**src/rtl/bcd_pkg.sv**
```systemverilog
// rtl/bcd_pkg.sv - shared BCD digit constants and the MODULUS-1 to BCD conversion
package bcd_pkg;
    localparam int DIGIT_W = 4;
    localparam logic [DIGIT_W-1:0] DIGIT_MAX = 4'd9;
    localparam int MAX_DIGITS = 8;

    // Evaluated at elaboration only; the counter never converts binary at runtime.
    function automatic logic [DIGIT_W*MAX_DIGITS-1:0] to_bcd(input int value);
        logic [DIGIT_W*MAX_DIGITS-1:0] r;
        int v;
        r = '0;
        v = value;
        for (int i = 0; i < MAX_DIGITS; i++) begin
            r[DIGIT_W*i +: DIGIT_W] = DIGIT_W'(v % 10);
            v = v / 10;
        end
        return r;
    endfunction
endpackage

```
**src/rtl/bcd_digit.sv**
```systemverilog
// rtl/bcd_digit.sv - single BCD digit up/down step with ripple carry/borrow
module bcd_digit
    import bcd_pkg::*;
(
    input  logic [DIGIT_W-1:0] d,
    input  logic               up,
    input  logic               step,
    output logic [DIGIT_W-1:0] q,
    output logic               ripple
);
    always_comb begin
        q      = d;
        ripple = 1'b0;
        if (step) begin
            if (up) begin
                if (d >= DIGIT_MAX) begin
                    q      = '0;
                    ripple = 1'b1;
                end else begin
                    q = d + 1'b1;
                end
            end else begin
                if (d == '0) begin
                    q      = DIGIT_MAX;
                    ripple = 1'b1;
                end else begin
                    q = d - 1'b1;
                end
            end
        end
    end
endmodule

```
**src/rtl/bcd_mod_counter.sv**
```systemverilog
// rtl/bcd_mod_counter.sv - multi-digit BCD up/down modulo counter with load, clear and wrap pulses
module bcd_mod_counter
    import bcd_pkg::*;
#(
    parameter int DIGITS  = 2,
    parameter int MODULUS = 24
) (
    input  logic                      clk,
    input  logic                      rst,
    input  logic                      en,
    input  logic                      up,
    input  logic                      clr,
    input  logic                      load,
    input  logic [DIGIT_W*DIGITS-1:0] din,
    output logic [DIGIT_W*DIGITS-1:0] cnt,
    output logic                      co,
    output logic                      bo,
    output logic                      lderr
);
    localparam int W = DIGIT_W * DIGITS;
    localparam logic [DIGIT_W*MAX_DIGITS-1:0] LIMIT_FULL = to_bcd(MODULUS - 1);
    localparam logic [W-1:0] LIMIT = LIMIT_FULL[W-1:0];

    logic [DIGITS:0] chain;
    logic [W-1:0]    stepped;
    logic            din_ok;
    logic            wrap;

    assign chain[0] = 1'b1;

    generate
        for (genvar g = 0; g < DIGITS; g++) begin : g_digit
            bcd_digit u_digit (
                .d      (cnt[DIGIT_W*g +: DIGIT_W]),
                .up     (up),
                .step   (chain[g]),
                .q      (stepped[DIGIT_W*g +: DIGIT_W]),
                .ripple (chain[g+1])
            );
        end
    endgenerate

    // With every digit valid, an unsigned compare of BCD words matches numeric order.
    always_comb begin
        din_ok = (din <= LIMIT);
        for (int i = 0; i < DIGITS; i++) begin
            if (din[DIGIT_W*i +: DIGIT_W] > DIGIT_MAX) din_ok = 1'b0;
        end
    end

    // Ripple out of the top digit only happens at all-9s or all-0s, which are wrap points too.
    assign wrap = (up ? (cnt == LIMIT) : (cnt == '0)) | chain[DIGITS];

    always_ff @(posedge clk or negedge rst) begin
        if (!rst) begin
            cnt   <= '0;
            co    <= 1'b0;
            bo    <= 1'b0;
            lderr <= 1'b0;
        end else begin
            co    <= 1'b0;
            bo    <= 1'b0;
            lderr <= 1'b0;
            if (clr) begin
                cnt <= '0;
            end else if (load) begin
                if (din_ok) cnt <= din;
                else        lderr <= 1'b1;
            end else if (en) begin
                if (wrap) begin
                    cnt <= up ? '0 : LIMIT;
                    co  <= up;
                    bo  <= ~up;
                end else begin
                    cnt <= stepped;
                end
            end
        end
    end
endmodule

```
**config.mk**
```make
export PLATFORM = sky130hd
export DESIGN_NAME = bcd_mod_counter
export DESIGN_NICKNAME = d
export VERILOG_FILES = /design/src/rtl/bcd_pkg.sv /design/src/rtl/bcd_digit.sv /design/src/rtl/bcd_mod_counter.sv
export SDC_FILE = /design/constraint.sdc
export NUM_CORES = 1
export LEC_CHECK = 0
export CAP_MARGIN = 40
export CORE_MARGIN = 4
export CORE_UTILIZATION = 45
export CTS_CLUSTER_DIAMETER = 50
export CTS_CLUSTER_SIZE = 12
export DETAILED_ROUTE_END_ITERATION = 7
export DONT_BUFFER_PORTS = 1
export PLACE_DENSITY = 0.58
export SYNTH_ARGS = -nofsm -noshare
export SYNTH_HDL_FRONTEND = slang
export SYNTH_SLANG_ARGS = --single-unit
```
**constraint.sdc**
```tcl
create_clock -name clk -period 2.84 [get_ports clk]
set_clock_uncertainty 0.15 [all_clocks]
set_input_delay 0.142 -clock clk [delete_from_list [all_inputs] [get_ports clk]]
set_output_delay 0.142 -clock clk [all_outputs]
set_load 0.05 [all_outputs]
```
Word-level counts from Yosys, hierarchy flattened. Index checks and enable logic that the tools add are counted.

Add/sub/neg operators: 4. Mux-type cells: 34. Bitwise logic cells: 2. Reductions and logical operators: 7. Equal/unequal tests: 2. $lt $le $gt $ge: 5.

Operators by type and width (count): two-way mux 8 bit (5); two-way mux 4 bit (7); two-way mux 1 bit (21); adder 4 x 1 -> 4 bit (second input constant) (2); == test 8 x 6 -> 1 bit (second input constant) (1); greater-or-equal comparator 4 bit (second input constant) (2); greater-than comparator 4 bit (second input constant) (2); <= comparator 8 x 6 -> 1 bit (second input constant) (1); logical NOT 4 bit (2); logical NOT 8 bit (1); subtractor 4 x 1 -> 4 bit (second input constant) (2); two-way mux 6 bit (1); nonzero test 4 bit (1); != test 3 x 2 -> 1 bit (second input constant) (1); AND reduction 3 bit (1); nonzero test 3 bit (1); AND reduction 2 bit (1); inverter 1 bit (1); bitwise OR 1 bit (1).

Word-level logic and storage cells: 59. Output and inout bits: 11. Bits of input ports: 14. Flip-flop bits (word level): 11.

Depth between registers and ports, before layout.
Depth after elaboration: 9. Gate-level depth with buffers: 7. Gate-level depth less buffers: 7.

Hierarchy. A second synthesis with hierarchy kept.

Cell total of the unflattened synthesis: 138. Area, all modules: 1184.9 um^2.

Modules (own cells, without submodules): bcd_mod_counter (sequential area each 275.3 um^2, times used 1, area each 604.3 um^2, cells an instance 62); bcd_digit (sequential area each 0.0 um^2, times used 2, area each 290.3 um^2, cells an instance 38).

Worst setup path after synthesis. OpenSTA, ideal clock, no wires.

Path kind: reg-to-reg. Start: reg cnt[4]. End: reg cnt[4]. Required time: 2562 ps. Cell stages (with the launch flop): 8. Setup slack: 310 ps. Arrival time: 2252 ps. Setup time: 128 ps. Path buffers: 0. Clock period less this slack: 2530 ps. Path through: dfrtp_1 -> inv_1 -> ha_1 -> and3b_1 -> o21a_1 -> nor3_2 -> a21o_2 -> mux2_1.

Word-level cells in the longest chain between the ends: 9. Elaborated cells on any way between the ends: 22. Classes of those cells: add/sub: 2; order compare: 1; eq/ne: 1; mux: 13; bitwise: 1; reduce/logical: 4.

RTL lines: from (decl) (RTL line bcd_mod_counter.sv:15) `output logic [DIGIT_W*DIGITS-1:0] cnt,`; from (signal assigned) (RTL line bcd_mod_counter.sv:67) `if (din_ok) cnt <= din;`; from (signal assigned) (RTL line bcd_mod_counter.sv:71) `cnt <= up ? '0 : LIMIT;`; from (signal assigned) (RTL line bcd_mod_counter.sv:75) `cnt <= stepped;`; greater-or-equal comparator 4 bit or logical NOT 4 bit (tied branches) (RTL line bcd_digit.sv:16, bcd_digit.sv:23); two-way mux 1 bit (on tied branches) (RTL line bcd_digit.sv:16, bcd_digit.sv:23); two-way mux 1 bit (RTL line bcd_digit.sv:15) `if (up) begin`; two-way mux 1 bit (RTL line bcd_digit.sv:14) `if (step) begin`; bitwise OR 1 bit (RTL line bcd_mod_counter.sv:52) `assign wrap = (up ? (cnt == LIMIT) : (cnt == '0)) | chain[DIGITS];`; two-way mux 8 bit (RTL line bcd_mod_counter.sv:70) `if (wrap) begin`; two-way mux 8 bit (RTL line bcd_mod_counter.sv:69) `end else if (en) begin`; two-way mux 8 bit (RTL line bcd_mod_counter.sv:66) `end else if (load) begin`; two-way mux 8 bit (RTL line bcd_mod_counter.sv:64) `if (clr) begin`.

Several ways; a longest one is shown, not always the timed one. The select of a mux whose other input is x is not followed. A chain may end at the register's enable or synchronous reset.

Worst setup path after layout.
Start: reg cnt[0]. End: reg cnt[2].

Word-level cells in the longest chain between the ends: 9. Elaborated cells on any way between the ends: 19. Classes of those cells: add/sub: 2; order compare: 1; eq/ne: 1; mux: 12; bitwise: 1; reduce/logical: 2.

RTL lines (RTL line): greater-or-equal comparator 4 bit or logical NOT 4 bit (tied branches) (bcd_digit.sv:16, bcd_digit.sv:23); two-way mux 1 bit (on tied branches) (bcd_digit.sv:16, bcd_digit.sv:23); two-way mux 1 bit (bcd_digit.sv:15); two-way mux 1 bit (bcd_digit.sv:14); bitwise OR 1 bit (bcd_mod_counter.sv:52); two-way mux 8 bit * (bcd_mod_counter.sv:70); two-way mux 8 bit * (bcd_mod_counter.sv:69); two-way mux 8 bit * (bcd_mod_counter.sv:66); two-way mux 8 bit * (bcd_mod_counter.sv:64).

Every way passes the cells marked *; elsewhere a longest branch is shown, timed or not. The select of a mux whose other input is x is not followed.

==> out/metrics.csv <==
metric;value;unit
setup_ws;236;ps
root_buffer;clkbuf_4;
highest_layer;met4;
holdPathStages;2;
synth_area_leaders;dfrtp_1 27%, ha_1 9.8%, nor2_1 3.3%;
ir_drop;0.399;mV
cts_resized;0;
stdcell_area;1250;µm²
critPathRequiredTime;2910;ps
ff2ff_path_depth;8;
drt_iter0_markers;66;
dr_wl_met2;1360;µm
place_area;1090;µm²
holdWs;-7.30;ps
final_cell_mix;13 x dlygate4sd3_1, 11 x dfrtp_1, 9 x nor2_1;
synth-seq-area-share;26.8;%
die_y;55.8;µm
synth_ff_type;dfrtp_1;
max_slew_margin;64.0;%
critPathMaxFanout;5;
drv_slew;0;
viasPerCell;6.43;
synth_cells;113;
max_cap_violations;0;
antenna_found_initial;0;
cts_tree;done;
drtAntennaViolNets;0;
clock.fmax;0.384;GHz
synth_top_area_share;26.8;%
cp.arrival;2670;ps
end_kind;flop;
fp.dieW;55.8;µm
die-area;3110;µm²
hp-class;primary input to flop;
grtUsageTotal;18.4;%
grt_pass1_vias;931;
crit_slowest_cell;dlygate4sd3_1;
status;finished with violations;
core_area;2190;µm²
dp_hpwl;2120;µm
drive_gt1_share;16.5;%
wl_per_cell;17.5;µm
n_antenna_cell;0;
cp-start-kind;flop;
drc_errors;0;
wl_met3;288;µm
synth_area;1030;µm²
yosys_warnings;0;
grt_pass1_wl;4510;µm
wl_met1;1140;µm
async_flop_share;100;%
gp_congestion;0.872;
avgSynthCellArea;9.08;µm²
rows;17;
area_growth;22.0;%
violations;hold timing;
dp_cells;144;
cts_made_buffers;3;
mostFrequentLayoutCell;dlygate4sd3_1;
p_per_area;523;nW/µm²
clock_path_buffers;2;
final_hold_viol_count;1;
clk_latency;270;ps
synth_cell_types;51;
path_buf_inv;2;
cp.depth;8;
clk_pin_slew;70;ps
wl;2820;µm
dr.pass1.iters;5;
yosysTopAreaCell;dfrtp_1;
p_leak;0.547;nW
min_period;2600;ps
vias;1035;
cp_top_family;buffers and inverters;
slowest_delay;560;ps
rsz0062_at_grt;false;
crit_type;flop to flop;
numPortBuffers;0;
num-nets-final;156;
dp_slack;464;ps
finalNonFillerCells;161;
synth_edf_count;0;
finalCritPeriodShare;91.7;%
ys_ff_latch;11;
fin_tns_setup;0;ps
io_pins;25;
postCtsSetupBuffers;0;
finalSetupViolations;0;
grt_max_degree;18;
worstMarginPinSlew;538;ps
cp_cell_sequence;buf_4, ha_1, and3_1, o21a_1, nor3_2, o2111ai_1, a31oi_1, dlygate4sd3_1;
overflow;0;
syn-num-nets;135;
cts.sinks;11;
htreeDepth;1;
start_util;46.8;%
layout make-up:
type                            count  area, µm²
Sequential cell                    11        275
Multi-Input combinational cell     90        698
Timing Repair Buffer               21        190
Tap cell                           28       35.0
Inverter                            7       26.3
Fill cell                         197        940
Clock buffer                        4       26.3
per-layer routing:
layer  GRT usage (%)  vias up
li1                -      478
met1            23.6      500
met4            3.13        0
met2            30.4       53
met5               0        -
met3            6.03        4
state kept, by name (all words and copies together) (netlist names):
name,flops
bo,1
cnt,8
co,1
lderr,1
what timing repair did:
action / in CTS / in global routing
hold buffers: 13 / 0
endpoints found under the setup margin: 0 / 0
endpoints found under the hold margin: 18 / 0
where the power goes:
part	internal, mW	switching [mW]
sequential	0.174	0.0348
clock	0.0545	0.0574
combinational	0.133	0.201
total	0.362	0.293
logic make-up after synthesis:
group	Yosys count	share of synthesized area, %
muxes	5	6.34
adders and majority gates	8	9.76
and+or+nand+nor	42	26.3
buffers and inverters	12	5.12
xor gates and xnor gates	1	0.854
DFF	11	26.8
AOI/OAI and AO/OA	34	24.8
final timing paths:
| path | start | to | slack, ps |
|---|---|---|---|
| max | cnt[0]$_DFFE_PN0P_ | cnt[2]$_DFFE_PN0P_ | 240 |
| min | din[6] | cnt[6]$_DFFE_PN0P_ | -7 |
| max reg2reg | cnt[0]$_DFFE_PN0P_ | cnt[2]$_DFFE_PN0P_ | 240 |
| min reg2reg | cnt[4]$_DFFE_PN0P_ | cnt[4]$_DFFE_PN0P_ | 440 |
| max in group asynchronous | rst | cnt[7]$_DFFE_PN0P_ | 2050 |
| min in group asynchronous | rst | bo$_DFF_PN0_ | 130 |
stage by stage:
| stage | util [%] | total power, mW | hold WS, ps |
|---|---|---|---|
| 2_1_floorplan | - | 0.455 | -304 |
| 3_3_place_gp | 50.0 | 0.522 | -303 |
| 3_5_place_dp | 50.0 | 0.526 | -303 |
| 4_1_cts | 57.1 | 0.658 | 2.57 |
| 5_1_grt | 57.1 | 0.701 | 25.0 |
| 6_report | 57.1 | 0.655 | -7.30 |
synth_stat cells, drive strengths merged, types with 3 or more instances:
cell type,number
a31oi,5
and3,3
buf,3
dfrtp,11
ha,8
inv,7
nand2,5
nand3,5
nor2,10
nor3,5
nor4,3
o21ai,5
Power figures use the tool's default switching activity.
